<file path="src/rtl/decode_ctrl.sv">
// Registered decode stage between fetch and execute: turns an instruction word into
// datapath control with a one-entry valid/ready output register and halt-on-illegal.
module decode_ctrl #(
  parameter int CNT_W           = 8,
  parameter int HALT_ON_ILLEGAL = 1
) (
  input  logic             clk,
  input  logic             rst_n,
  input  logic             flush,
  input  logic             in_valid,
  output logic             in_ready,
  input  logic [31:0]      in_instr,
  input  logic [31:0]      in_pc,
  output logic             out_valid,
  input  logic             out_ready,
  output logic [31:0]      out_instr,
  output logic [31:0]      out_pc,
  output logic [2:0]       imm_sel,
  output logic             reg_write,
  output logic             mem_read,
  output logic             mem_write,
  output logic             branch,
  output logic             jump,
  output logic             alu_src,
  output logic [1:0]       result_src,
  output logic [1:0]       alu_op,
  output logic             illegal,
  output logic             halted,
  output logic [CNT_W-1:0] illegal_count
);

  // Handshake: a transfer happens on a rising edge where valid && ready are both high.
  // in_ready never looks at in_valid; out_valid never looks at out_ready.
  typedef enum logic [1:0] {EMPTY, FULL, HALTED} state_t;

  localparam logic [2:0] IMM_I = 3'b000, IMM_S = 3'b001, IMM_B = 3'b010,
                         IMM_U = 3'b011, IMM_J = 3'b100;

  state_t     state;
  logic       accept, drain, halt_now;
  logic [2:0] d_imm;
  logic       d_rw, d_mr, d_mw, d_br, d_jp, d_as, d_ill;
  logic [1:0] d_rs, d_aop;

  always_comb begin
    d_imm = IMM_I;
    d_rw  = 1'b0;
    d_mr  = 1'b0;
    d_mw  = 1'b0;
    d_br  = 1'b0;
    d_jp  = 1'b0;
    d_as  = 1'b0;
    d_rs  = 2'b00;
    d_aop = 2'b00;
    d_ill = 1'b0;
    // Every legal opcode ends in 2'b11, so a non-32-bit encoding falls into default.
    case (in_instr[6:0])
      7'b0000011: begin d_rw = 1'b1; d_mr = 1'b1; d_as = 1'b1; d_rs = 2'b01; end
      7'b0010011: begin d_rw = 1'b1; d_as = 1'b1; d_aop = 2'b10; end
      7'b1100111: begin d_rw = 1'b1; d_jp = 1'b1; d_as = 1'b1; d_rs = 2'b10; end
      7'b0100011: begin d_imm = IMM_S; d_mw = 1'b1; d_as = 1'b1; end
      7'b1100011: begin d_imm = IMM_B; d_br = 1'b1; d_aop = 2'b01; end
      7'b0110111: begin d_imm = IMM_U; d_rw = 1'b1; d_as = 1'b1; d_aop = 2'b11; end
      7'b0010111: begin d_imm = IMM_U; d_rw = 1'b1; d_as = 1'b1; end
      7'b1101111: begin d_imm = IMM_J; d_rw = 1'b1; d_jp = 1'b1; d_rs = 2'b10; end
      7'b0110011: begin d_rw = 1'b1; d_aop = 2'b10; end
      default:    d_ill = 1'b1;
    endcase
  end

  assign drain    = (state == FULL) && out_ready;
  // Handing an illegal bundle to execute parks the block, so nothing may enter behind it.
  assign halt_now = (HALT_ON_ILLEGAL != 0) && drain && illegal;
  assign in_ready = !flush && (state != HALTED) && ((state == EMPTY) || out_ready) && !halt_now;
  assign accept   = in_valid && in_ready;

  always_ff @(posedge clk or negedge rst_n) begin
    if (!rst_n) begin
      state         <= EMPTY;
      out_valid     <= 1'b0;
      halted        <= 1'b0;
      out_instr     <= '0;
      out_pc        <= '0;
      imm_sel       <= '0;
      reg_write     <= 1'b0;
      mem_read      <= 1'b0;
      mem_write     <= 1'b0;
      branch        <= 1'b0;
      jump          <= 1'b0;
      alu_src       <= 1'b0;
      result_src    <= '0;
      alu_op        <= '0;
      illegal       <= 1'b0;
      illegal_count <= '0;
    end else begin
      if (flush) begin
        state     <= EMPTY;
        out_valid <= 1'b0;
        halted    <= 1'b0;
      end else if (halt_now) begin
        state     <= HALTED;
        out_valid <= 1'b0;
        halted    <= 1'b1;
      end else if (accept) begin
        state      <= FULL;
        out_valid  <= 1'b1;
        out_instr  <= in_instr;
        out_pc     <= in_pc;
        imm_sel    <= d_imm;
        reg_write  <= d_rw;
        mem_read   <= d_mr;
        mem_write  <= d_mw;
        branch     <= d_br;
        jump       <= d_jp;
        alu_src    <= d_as;
        result_src <= d_rs;
        alu_op     <= d_aop;
        illegal    <= d_ill;
      end else if (drain) begin
        state     <= EMPTY;
        out_valid <= 1'b0;
      end
      if (accept && d_ill && (illegal_count != {CNT_W{1'b1}}))
        illegal_count <= illegal_count + CNT_W'(1);
    end
  end

endmodule
</file>
<file path="config.mk">
export PLATFORM = sky130hd
export DESIGN_NAME = decode_ctrl
export DESIGN_NICKNAME = d
export VERILOG_FILES = /design/src/rtl/decode_ctrl.sv
export SDC_FILE = /design/constraint.sdc
export NUM_CORES = 1
export LEC_CHECK = 0
export ABC_AREA = 1
export BUFFER_PORTS_ARGS = -buffer_cell sky130_fd_sc_hd__buf_4
export CORE_MARGIN = 10
export CORE_UTILIZATION = 40
export CTS_BUF_LIST = sky130_fd_sc_hd__clkbuf_8 sky130_fd_sc_hd__clkbuf_16
export CTS_CLUSTER_DIAMETER = 100
export CTS_CLUSTER_SIZE = 40
export DETAILED_ROUTE_END_ITERATION = 10
export PLACE_DENSITY = 0.69
export SLEW_MARGIN = 5
export SYNTH_ARGS = -nofsm -noshare
export SYNTH_HDL_FRONTEND = slang
export SYNTH_SLANG_ARGS = --single-unit
</file>
<file path="constraint.sdc">
create_clock -name clk -period 1.75 [get_ports clk]
set_clock_uncertainty 0.05 [all_clocks]
set_input_delay 0.0875 -clock clk [delete_from_list [all_inputs] [get_ports clk]]
set_output_delay 0.0875 -clock clk [all_outputs]
set_load 0.03 [all_outputs]
</file>
# Word level (Yosys, flattened, before mapping)

Index checks and enable logic that the tools add are counted.
W data, S select, Z words.

Multiply operators: 0
Divide/modulo/power cells: 0
Reductions and logical operators: 21
Equality and inequality tests: 12
Shifts and indexed selects: 0
Bitwise gates (word level): 2
Multiplexer cells: 20
Add/subtract/negate cells: 1
Order comparisons: 0

Operators with widths:

| kind                  | number |
|---|---|
| $eq A7 B6 Y1 const B  | 3 |
| $eq A7 B7 Y1 const B  | 3 |
| $eq A7 B5 Y1 const B  | 2 |
| $mux W1               | 13 |
| $pmux W3 S4           | 1 |
| $reduce_or A9 Y1      | 1 |
| $add A8 B1 Y8 const B | 1 |
| $logic_and A1 B1 Y1   | 8 |
| $mux W2               | 4 |
| $ne A8 B8 Y1 const B  | 1 |
| $eq A7 B2 Y1 const B  | 1 |
| $reduce_or A7 Y1      | 1 |
| $pmux W2 S3           | 1 |
| $reduce_or A2 Y1      | 3 |
| $reduce_or A6 Y1      | 1 |
| $pmux W2 S2           | 1 |
| $reduce_bool A4 Y1    | 1 |
| $reduce_and A3 Y1     | 1 |
| $eq A2 B1 Y1 const B  | 1 |
| $logic_not A1 Y1      | 2 |
| $logic_not A2 Y1      | 1 |
| $ne A2 B2 Y1 const B  | 1 |
| $not A1 Y1            | 2 |
| $reduce_bool A2 Y1    | 1 |
| $logic_or A1 B1 Y1    | 1 |

Register bits: 90
Input port bits: 69
RAM bits: 0
Memories kept: 0
ROM bits: 0
Output and inout bits: 89
Bits in latches: 0
Word-level logic and storage cells: 72

# Logic depth before layout (Yosys ltp)

Depth after elaboration: 9
Mapped depth: 10
Gate-level depth less buffers: 9

# Worst setup path before layout

No wires, ideal clock.

Kind: register to register
From: register illegal_count[1]
To: register illegal_count[6]
Library setup time: 0.066 ns
Arrival: 1.450 ns
Path slack: 0.184 ns
Path buffers: 0
Cell stages (with the launch flop): 8
Clock period less this slack: 1.566 ns
Data required time: 1.634 ns
Path through: dfrtp_1 > ha_1 > nand2_1 > inv_1 > nand4_1 > nand3_2 > nand2_1 > nand2_1

Longest elaborated chain between the ends: 2
Elaborated cells on any way between the ends: 3
Those cells by class: 1 x add/sub; 1 x eq/ne; 1 x reduce/logical

Ends and longest elaborated chain:

| element                                                               | line | RTL |
|---|---|---|
| start: declaration                                                    | 29   | `output logic [CNT_W-1:0] illegal_count` |
| start signal: assignment                                              | 124  | `illegal_count <= illegal_count + CNT_W'(1);` |
| parallel branches: the longest is 2 deep, another holds $add A8 B1 Y8 | --   |  |

Parallel ways; which one is timed is not known.
A chain may end at the register's enable or synchronous reset.

# Worst setup path in the final report

From: input in_instr[1]
To: register illegal_count[4]

Longest elaborated chain between the ends: 5
Elaborated cells on any way between the ends: 13
Those cells by class: 9 x eq/ne; 1 x mux; 3 x reduce/logical

Ends and longest elaborated chain:

| element                                    | line | RTL |
|---|---|---|
| start: declaration                         | 12   | `input logic [31:0] in_instr,` |
| $eq A7 B6 Y1, or another cell as far along | 57   | `case (in_instr[6:0])` |
| $reduce_or A9 Y1 (no source line) *        | --   |  |
| $mux W1 *                                  | 57   |  |
| $logic_and A1 B1 Y1 * (2 in series)        | 123  | `if (accept && d_ill && (illegal_count != {CNT_W{1'b1}}))` |

Every way passes the cells marked *; elsewhere a longest branch is shown, timed or not.

==> flow_metrics.py <==
metrics = {
    "critical_path": {
        "slowest_stage": "dlygate4sd3_1",
        "cpMostUsedCell": "nand2_1",
        "max_stage_delay_ns": 0.53,
        "cp-start-kind": "input port",
        "path_max_fanout": 7,
        "crit_chain": "dlygate4sd3_1 > buf_4 > nand2_2 > nor3_1 > nand2_1 > nand2_1 > nor2_4 > buf_4 > nand4_1 > nand2_1",
        "worst_ep_arrival_time_ns": 1.82,
        "crit_family": "simple AND/OR/NAND/NOR gates",
        "crit_buf_inv": 3,
        "reg2reg_slack_ns": 0.13,
        "cp-end-kind": "register",
        "critPathKind": "in2reg",
        "worstPathRequired_ns": 1.94,
    },
    "placed_design": {
        "place_ws_ns": 0.135,
        "gp_congestion": 0.875,
        "numPortBuffers": 157,
        "placed_area_sq_mm": 0.00503,
        "place_inst": 701,
        "hpwl_mm": 8.02,
    },
    "cells_and_area": {
        "finalNonFillerCells": 781,
        "final_area_sq_mm": 0.00593,
        "n_fill_cell": 730,
        "synthToLayoutAreaGrowth_pct": 58.2,
        "fin_util": 0.644,
        "drive_gt1_frac": 0.296,
        "nets": 734,
    },
    "cts": {
        "htreeDepth": 3,
        "cts_setup_buffers": 0,
        "path_clk_slew_ns": 0.09,
        "cts_buffer_depth": 2,
        "numCtsBuffers": 9,
        "clk_latency_ns": 0.34,
        "cts.sinks": 88,
        "root_buffer": "clkbuf_8",
        "cts_tree": "built",
    },
    "sta": {
        "fin_ws_ns": 0.119,
        "finalCriticalPeriod_ns": 1.63,
        "fmax_mhz": 613,
        "hold_ws_ns": 0.0219,
        "slew_headroom": 0.694,
        "finalHoldViolCount": 0,
        "tns_ns": 0,
        "worst_slew_pin_slew_ns": 0.459,
        "setup_viol_count_final": 0,
        "slew_violations": 0,
        "min_period_over_period": 0.932,
    },
    "logic_synthesis": {
        "synth_mux_area_frac": 0,
        "synth_nets": 512,
        "yosys.cell_types.count": 26,
        "yosysWarnings": 0,
        "synth-xor-area-share": 0.00467,
        "synth_fa_ha_area_frac": 0.00334,
        "yosys.area_share.simple": 0.310,
        "synth-seq-cells": 88,
        "synth.cell_area_sq_mm": 0.00375,
        "synth-compound-area-share": 0.0324,
        "yosysSeqAreaShare": 0.588,
        "synth_top_family_by_area": "simple AND/OR/NAND/NOR gates",
        "postSynthCellCount": 442,
        "syn_avg_cell_area_sq_um": 8.48,
    },
    "floorplanning": {
        "die_h_um": 117,
        "dieArea_sq_mm": 0.0136,
        "rows": 35,
        "core-area_sq_mm": 0.00920,
        "io_pins": 158,
        "die_x_um": 117,
        "initial_core_util": 0.407,
    },
    "power_and_ir_drop": {
        "power.density_mw_per_mm2": 1320,
        "seq_power_share": 0.376,
        "pwr-share-clk": 0.217,
        "fin_total_pwr_mw": 7.81,
        "p_int_mw": 4.75,
        "ir_worst_vdd_uv": 706,
        "switching_power_mw": 3.06,
        "leakage_nw": 3.27,
        "p_sw_frac": 0.392,
        "p_comb_frac": 0.408,
    },
    "routing": {
        "ant_nets": 0,
        "viasPerCell": 4.67,
        "route.vias.total": 3646,
        "dr.pass1.iters": 5,
        "drtIter0Drc": 171,
        "routed_wl_mm": 11.9,
        "wl_per_cell_um": 15.2,
        "drc_errors": 0,
    },
    "grt": {
        "grt.overflow.total": 0,
        "grt_max_degree": 89,
        "antenna_found_initial": 1,
        "grt_first_pass_wirelength_mm": 18.5,
        "grt_use_total": 0.171,
        "grt_pass1_vias": 3739,
    },
    "run_status": {
        "outcome": "finished, final reports clean",
    },
    "min_path": {
        "min_path_type": "in2reg",
    },
    "job": {
        "drv_cap": 0,
    },
}
-- cell type report --
class | instances | area (sq um) | share of cell area
antenna | 1 | 2.50 | 0.000422
clock inverter | 6 | 108 | 0.0182
sequential | 88 | 2200 | 0.372
inverter | 23 | 98.8 | 0.0167
tap | 111 | 139 | 0.0234
multi-input combinational | 312 | 1330 | 0.224
clock buffer | 10 | 138 | 0.0232
timing repair buffer | 230 | 1910 | 0.322
-- cells in the final DEF, fill, tap and decap left out, drive strengths merged, types with 2 or more instances in the layout --
cell type    netlist  routed
dfrtp             88      88
o21ai             15      15
xor2               2       2
buf               19     167
o211ai             3       3
clkbuf             0      10
dlygate4sd3        0      63
nand2            245     245
nand3              8       8
bufinv             0       3
nor3               4       4
inv               23      23
nand4             11      11
or2                2       2
o21a               2       2
clkinv             0       3
nor2              18      18
-- power by group through the flow --
stage                     logic, mW  registers, mW  clock network, mW
final                          3.18           2.93               1.69
after global routing           3.43           3.01               1.80
after detailed placement       3.09           2.95                  0
after CTS                      3.20           2.93               1.74
after floorplan               0.694           4.00                  0
after global placement         3.05           2.93                  0
-- synth_stat cells --
library cell | number | area share
nand2_1 | 244 | 0.24
dfrtp_1 | 88 | 0.59
inv_1 | 18 | 0.018
nor2_1 | 16 | 0.016
nand4_1 | 10 | 0.017
buf_4 | 8 | 0.016
o21ai_0 | 8 | 0.011
buf_2 | 7 | 0.0093
o21ai_1 | 6 | 0.0080
buf_6 | 4 | 0.012
inv_2 | 4 | 0.0040
nand3_1 | 4 | 0.0053
nand3_2 | 4 | 0.011
nor3_1 | 4 | 0.0053
o211ai_1 | 3 | 0.0060
nor2_2 | 2 | 0.0033
o21a_1 | 2 | 0.0040
xor2_1 | 2 | 0.0047
a21oi_1 | 1 | 0.0013
ha_1 | 1 | 0.0033
inv_6 | 1 | 0.0023
nand2_2 | 1 | 0.0017
nand4_2 | 1 | 0.0033
o21ai_2 | 1 | 0.0023
or2_1 | 1 | 0.0017
or2_2 | 1 | 0.0017
-- sequential cells by signal (all words and copies together) (netlist names), 2 cells and up --
name           count
imm_sel            3
illegal_count      8
out_pc            32
out_instr         32
alu_op             2
result_src         2
state              2
-- worst reg2reg max path, delay by kind of cell (launching register included) --
kind / cells / cell delay, ns
buffers and inverters: 1 / 0.18
DFF: 1 / 0.44
AOI/OAI and AO/OA: 1 / 0.10
and+or+nand+nor: 6 / 0.74
-- kinds of logic after synthesis --
kind of cell | Yosys count
AOI/OAI and AO/OA | 21
xor gates and xnor gates | 2
adders and majority gates | 1
buffers and inverters | 42
DFF | 88
and+or+nand+nor | 288
-- final timing paths --
kind | from | endpoint | cells after the start
worst min-delay path | in_instr[5] | out_instr[5]$_DFFE_PN0P_ | 3
max in group asynchronous | rst_n | illegal_count[6]$_DFFE_PN0P_ | 3
worst max register to register | state[0]$_DFFE_PN0P_ | illegal_count[3]$_DFFE_PN0P_ | 8
min in group asynchronous | rst_n | imm_sel[0]$_DFFE_PN0P_ | 3
worst min register to register | out_pc[20]$_DFFE_PN0P_ | out_pc[20]$_DFFE_PN0P_ | 2
worst max-delay path | in_instr[1] | illegal_count[4]$_DFFE_PN0P_ | 10
-- routing by layer --
metal	vias up	track usage	routed length, um
li1	1806	-	-
met4	0	0.0708	301
met3	23	0.0530	878
met2	114	0.286	5870
met5	-	0	0
met1	1703	0.199	4810
-- timing repair --
item	in CTS	in global routing
endpoints found under the hold margin	150	0
hold buffers	63	0
resized for setup	0	4
endpoints found under the setup margin	0	16
(Power assumes the default switching activity.)
